==> config.mk <==
export PLATFORM = sky130hd
export DESIGN_NAME = collatz_engine
export DESIGN_NICKNAME = d
export VERILOG_FILES = /design/src/rtl/collatz_engine.sv
export SDC_FILE = /design/constraint.sdc
export NUM_CORES = 1
export LEC_CHECK = 0
export CAP_MARGIN = 10
export CORE_MARGIN = 4
export CORE_UTILIZATION = 58
export DETAILED_ROUTE_END_ITERATION = 8
export PLACE_DENSITY = 0.91
export SLEW_MARGIN = 5
export SYNTH_ARGS = -nofsm -noshare
export SYNTH_HDL_FRONTEND = slang
export SYNTH_SLANG_ARGS = --single-unit
==> constraint.sdc <==
create_clock -name clk -period 7.62 [get_ports clk]
set_clock_uncertainty 0.05 [all_clocks]
set_input_delay 0.762 -clock clk [delete_from_list [all_inputs] [get_ports clk]]
set_output_delay 0.762 -clock clk [all_outputs]
set_load 0.02 [all_outputs]
==> src/rtl/collatz_engine.sv <==
// Width-generic sequential Collatz iterator: one step per enabled clock,
// with step count, running peak and zero/overflow/step-saturation detection.
module collatz_engine #(
    parameter int WIDTH     = 13,
    parameter int CNT_WIDTH = 8
) (
    input  logic                 clk,
    input  logic                 reset,
    input  logic                 start,
    input  logic [WIDTH-1:0]     start_value,
    input  logic                 pause_sw,
    output logic [WIDTH-1:0]     value,
    output logic [CNT_WIDTH-1:0] steps,
    output logic [WIDTH-1:0]     peak,
    output logic                 busy,
    output logic                 done,
    output logic                 overflow,
    output logic                 zero_in,
    output logic                 step_sat
);

    typedef enum logic [1:0] {
        S_IDLE,
        S_RUN,
        S_DONE,
        S_ERR
    } state_t;

    localparam int XW = WIDTH + 2;

    state_t               r_state;
    logic [WIDTH-1:0]     r_value;
    logic [WIDTH-1:0]     r_peak;
    logic [CNT_WIDTH-1:0] r_steps;
    logic                 r_ovf;
    logic                 r_zero;
    logic                 r_sat;

    logic [XW-1:0]        w_ext;
    logic [XW-1:0]        w_next;
    logic [WIDTH-1:0]     w_next_val;
    logic                 w_too_big;
    logic                 w_is_one;
    logic                 w_cnt_full;
    logic                 w_seed_zero;

    // 3n+1 needs two guard bits: 3*(2^W-1)+1 < 2^(W+2)
    assign w_ext       = {2'b00, r_value};
    assign w_next      = r_value[0] ? (w_ext + (w_ext << 1) + XW'(1))
                                    : (w_ext >> 1);
    assign w_next_val  = w_next[WIDTH-1:0];
    assign w_too_big   = |w_next[XW-1:WIDTH];
    assign w_is_one    = (r_value == WIDTH'(1));
    assign w_cnt_full  = &r_steps;
    assign w_seed_zero = (start_value == '0);

    always_ff @(posedge clk or posedge reset) begin
        if (reset) begin
            r_state <= S_IDLE;
            r_value <= '0;
            r_peak  <= '0;
            r_steps <= '0;
            r_ovf   <= 1'b0;
            r_zero  <= 1'b0;
            r_sat   <= 1'b0;
        end else begin
            unique case (r_state)
                S_RUN: begin
                    if (!pause_sw) begin
                        if (w_is_one) begin
                            r_state <= S_DONE;
                        end else if (w_cnt_full) begin
                            r_state <= S_ERR;
                            r_sat   <= 1'b1;
                        end else if (w_too_big) begin
                            // value keeps the last legal operand
                            r_state <= S_ERR;
                            r_ovf   <= 1'b1;
                        end else begin
                            r_value <= w_next_val;
                            r_steps <= r_steps + CNT_WIDTH'(1);
                            if (w_next_val > r_peak) begin
                                r_peak <= w_next_val;
                            end
                        end
                    end
                end
                S_IDLE, S_DONE, S_ERR: begin
                    if (start) begin
                        r_value <= start_value;
                        r_peak  <= start_value;
                        r_steps <= '0;
                        r_ovf   <= 1'b0;
                        r_sat   <= 1'b0;
                        r_zero  <= w_seed_zero;
                        r_state <= w_seed_zero ? S_ERR : S_RUN;
                    end
                end
                default: begin
                    r_state <= S_IDLE;
                end
            endcase
        end
    end

    assign value    = r_value;
    assign steps    = r_steps;
    assign peak     = r_peak;
    assign busy     = (r_state == S_RUN);
    assign done     = (r_state == S_DONE);
    assign overflow = (r_state == S_ERR) && r_ovf;
    assign zero_in  = (r_state == S_ERR) && r_zero;
    assign step_sat = (r_state == S_ERR) && r_sat;

endmodule

### Word-level counts from Yosys, hierarchy flattened

Index checks and enable logic that the tools add are counted.
Widths: inputs -> output; s select.

* muxes and demuxes: 36
* reductions and logical operators: 14
* $lt $le $gt $ge: 1
* $add $sub $neg: 3
* equality and inequality tests: 13

Operators by type and width (number)
* $mux 13: 10
* $pmux 13 s2: 2
* $mux 8: 5
* $pmux 8 s2: 1
* $add 13x14->15: 1
* $add 15x1->15 const B: 1
* $mux 15: 1
* $eq 13x1->1 const B: 1
* $gt 13x13->1: 1
* $logic_not 13->1: 1
* $mux 2: 6
* $ne 2x2->1 const B: 5
* $reduce_and 5->1: 2
* $add 8x1->8 const B: 1
* $mux 1: 8
* $reduce_and 8->1: 1
* $ne 2x1->1 const B: 3
* $reduce_and 6->1: 1
* $eq 2x2->1 const B: 2
* $ne 4x1->1 const B: 1
* $pmux 1 s2: 2
* $pmux 2 s2: 1
* $reduce_and 4->1: 1
* $logic_and 1x1->1: 3
* other kinds (6): 6

* output and inout bits: 39
* bits of input ports: 17
* logic and storage cells: 74
* register bits after elaboration: 39

### Logic depth before layout (Yosys ltp)

* depth after elaboration: 10
* depth in mapped cells: 19
* gate-level depth less buffers: 16

### Least setup slack after synthesis

OpenSTA, ideal clock, no wires.

* kind: register -> register
* from: register r_value[6], in the netlist value[6]
* to: register r_peak[0], in the netlist peak[0]
* cell stages (with the launch flop): 18
* required time: 7445 ps
* clock period less this slack: 3792 ps
* arrival: 3617 ps
* slack: 3828 ps
* buffers on the path: 2
* setup time: 125 ps
* cells stage by stage: dfrtp_1 inv_1 ha_1 nand3_1 nand2_1 a221o_1 or2_2 a31oi_1 xnor2_1 nor2_1 ha_1 nand4_1 inv_1 a2111oi_0 or3_1 buf_2 buf_6 mux2_4

* word-level cells in the longest chain between the ends: 6
* elaborated cells between the ends (all ways): 10
* those cells by class: add/sub: 2; order compare: 1; eq/ne: 4; mux: 1; reduce/logical: 2

Ends and longest elaborated chain
* start: declaration: line 32 `logic [WIDTH-1:0] r_value;`
* start signal: assignment: line 80 `r_value <= w_next_val;`
* start signal: assignment: line 90 `r_value <= start_value;`
* $add 13x14->15: line 49 `assign w_next = r_value[0] ? (w_ext + (w_ext << 1) + XW'(1))`
* $add 15x1->15: line 49
* $mux 15: line 49
* $gt 13x13->1 or $reduce_or 2->1 (tied branches): line 82, 52
* $ne 2x1->1 (no line) or $ne 2x2->1 (tied branches)
* $reduce_and 6->1 (no line) (*)
* end signal: assignment: line 83 `r_peak <= w_next_val;`
* end signal: assignment: line 91 `r_peak <= start_value;`
* end: declaration: line 33 `logic [WIDTH-1:0] r_peak;`

Every way passes the cells marked *; elsewhere a longest branch is shown, timed or not.
A chain may end at the register's enable or synchronous reset.

### Worst setup path in the final report

* from: register r_value[0], in the netlist value[0]
* to: register r_peak[3], in the netlist peak[3]

* word-level cells in the longest chain between the ends: 9
* elaborated cells between the ends (all ways): 16
* those cells by class: add/sub: 2; order compare: 1; eq/ne: 4; mux: 7; reduce/logical: 2

Ends and longest elaborated chain
* parallel branches: the longest is 9 deep, another holds $add 13x14->15

Parallel ways; which one is timed is not known. The select of a mux whose other input is x is not followed.

==> flow_metrics.py <==
metrics = {
    "worst_setup_path": {
        "r2r-start": "value[0]",
        "cp-startpoint": "value[0]",
        "worstPathRequired_ns": 7.76,
        "critical_path_arrival_ns": 5.14,
        "startpoint_type": "register",
        "crit_path_max_fanout": 29,
        "critPathKind": "reg -> reg",
        "end_kind": "register",
    },
    "global_route": {
        "first_global_vias": 2921,
        "grt_usage_pct": 27.5,
        "grt_antenna_before_repair": 0,
        "grt_pass1_wl_mm": 14.2,
        "overflow": 0,
        "grt_max_degree": 40,
    },
    "sta": {
        "max_freq_ghz": 0.200,
        "drv_slew": 0,
        "hold_ws_ns": 0.430,
        "setup_ws_ns": 2.62,
        "period_minus_slack_ns": 5.00,
        "relSlewSlack_pct": 28.6,
        "setup_violations": 0,
        "fin_crit_sh_pct": 65.7,
        "tightest_slew_ns": 1.07,
        "rsz0062_at_grt": "false",
        "tns_ns": 0,
        "hold_viol": 0,
    },
    "synthesis": {
        "synth.yosys.seq_area_share_pct": 31.0,
        "yosysMostFrequentCell": "nand2_1",
        "ys_async_sr_fraction_pct": 100,
        "synthCells": 352,
        "synth_edf_count": 0,
        "synthDistinctLibCells": 50,
        "synth_common_cells": "nand2_1, dfrtp_1, ha_1",
        "synth_flop_cell": "dfrtp_1",
        "avgSynthCellArea_um2": 8.95,
        "synth_top_area_cell": "dfrtp_1",
        "synth_warnings": 0,
        "syn_nets": 404,
        "synth_area_um2": 3150,
        "synth_area_leaders": "dfrtp_1, ha_1, mux2_2",
        "synth_top_area_share_pct": 31.0,
        "ys_seq_elements": 39,
    },
    "run_status": {
        "status": "finished, final reports clean",
    },
    "finish": {
        "drive_gt1_share_pct": 10.9,
        "multiInputGateArea_um2": 1990,
        "nFillCells": 384,
        "seq_area_um2": 976,
        "final_core_util_pct": 74.6,
        "syn_to_final_growth_pct": 22.5,
        "nets": 455,
        "antennaDiodeCount": 0,
    },
    "routing": {
        "drt-initial-drc-count": 232,
        "ant_nets": 0,
        "dr.pass1.iters": 5,
        "drc": 0,
        "num_vias": 2859,
        "detail_route.wl_per_cell_um": 17.9,
        "wirelength_mm": 8.48,
        "detail_route.vias_per_cell": 6.03,
    },
    "place": {
        "io_buffers": 55,
        "place_congestion": 0.988,
        "dp_slack_ns": 2.73,
        "dp_hpwl_mm": 6.26,
    },
    "cts": {
        "cts_buffer_depth": 2,
        "ctsHoldBuffers": 0,
        "clk_latency_ns": 0.30,
        "htree_levels": 2,
        "cts_root_buffer": "clkbuf_8",
        "clk_pin_slew_ns": 0.08,
        "cts_tree": "done",
        "cts_resized": 0,
        "cts_sinks": 39,
        "cts_made_buffers": 5,
        "cts_setup_buffers": 0,
    },
    "floorplanning": {
        "die_h_um": 81.7,
        "coreArea_um2": 5170,
        "start_util_pct": 60.9,
        "die_x_um": 81.7,
        "fp.dieArea_um2": 6670,
        "pin_count": 56,
        "rows": 26,
    },
    "min_path": {
        "hp-start": "r_zero",
        "worst_hold_path_type": "reg -> reg",
    },
    "run": {
        "cap_violations": 0,
    },
}
==> flip-flops by register name, summed over array words and instances, names as in the netlist <==
| register | cells |
|---|---|
| r_state | 2 |
| value | 13 |
| r_sat | 1 |
| steps | 8 |
| peak | 13 |
| r_ovf | 1 |
| r_zero | 1 |
==> area by class of cell <==
| class | instances | area share (%) |
|---|---|---|
| Multi-Input combinational cell | 267 | 51.5 |
| Sequential cell | 39 | 25.3 |
| Timing Repair Buffer | 57 | 14.7 |
| Inverter | 33 | 3.21 |
| Tap cell | 70 | 2.27 |
| Clock buffer | 6 | 2.14 |
| Clock inverter | 2 | 0.908 |
==> worst max-delay path: stages, from the launching register on <==
cell       delay (ns)
dfrtp_1          1.06
inv_2            0.27
ha_1             0.38
nor2b_1          0.04
o2111ai_1        0.16
nand3_1          0.18
a211oi_1         0.29
o21ai_0          0.20
xnor2_1          0.18
mux2i_1          0.10
ha_1             0.22
a21o_1           0.17
a21oi_1          0.14
nor2b_1          0.06
a2111oi_0        0.25
or3_1            0.73
mux2_2           0.42
==> final timing paths <==
path	cells after the start	endpoint	slack (ns)
min in group asynchronous	3	value[2]	0.83
hold reg to reg	1	r_zero	0.43
hold / removal	1	r_zero	0.43
max in group asynchronous	3	value[7]	6.31
setup / recovery	16	peak[3]	2.62
setup reg to reg	16	peak[3]	2.62
==> layer usage <==
layer	wire [µm]	global-route usage (%)
met1	3800	35.3
met2	4040	47.2
met3	408	4.50
met4	233	8.80
met5	0	0
==> through the flow <==
stage | instance area (µm²) | instances
finish | 3860 | 474
global route | 3860 | 474
CTS | 3860 | 474
detailed placement | 3740 | 466
global placement | 3740 | 466
floorplan | 3150 | 352
==> placed cells by master, fill, tap and decap left out, types with 7 or more instances in the layout <==
cell              n
nand2_1          40
clkdlybuf4s50_1  55
o21ai_0          16
mux2_2           17
dfrtp_1          39
a21oi_1          22
nor2_1           17
ha_1             34
inv_1            31
and3_1            7
xnor2_1           9
mux2_4           10
a31oi_1           7
nand3_1          13
==> cells by family (layout without fill, tap and decap cells) <==
logic type                 count (synthesis)  count (layout)  synth area share, %
adders and majority gates                 35              35                 14.1
AOI/OAI and AO/OA                         77              77                 15.9
and+or+nand+nor                          111             111                 17.3
muxes                                     33              33                 12.8
xor gates and xnor gates                  11              11                 3.06
DFF                                       39              39                 31.0
buffers and inverters                     46              98                 5.88
Power is not shown: default switching activity piles up to over one toggle a cycle in this logic, so the estimate is an artifact.
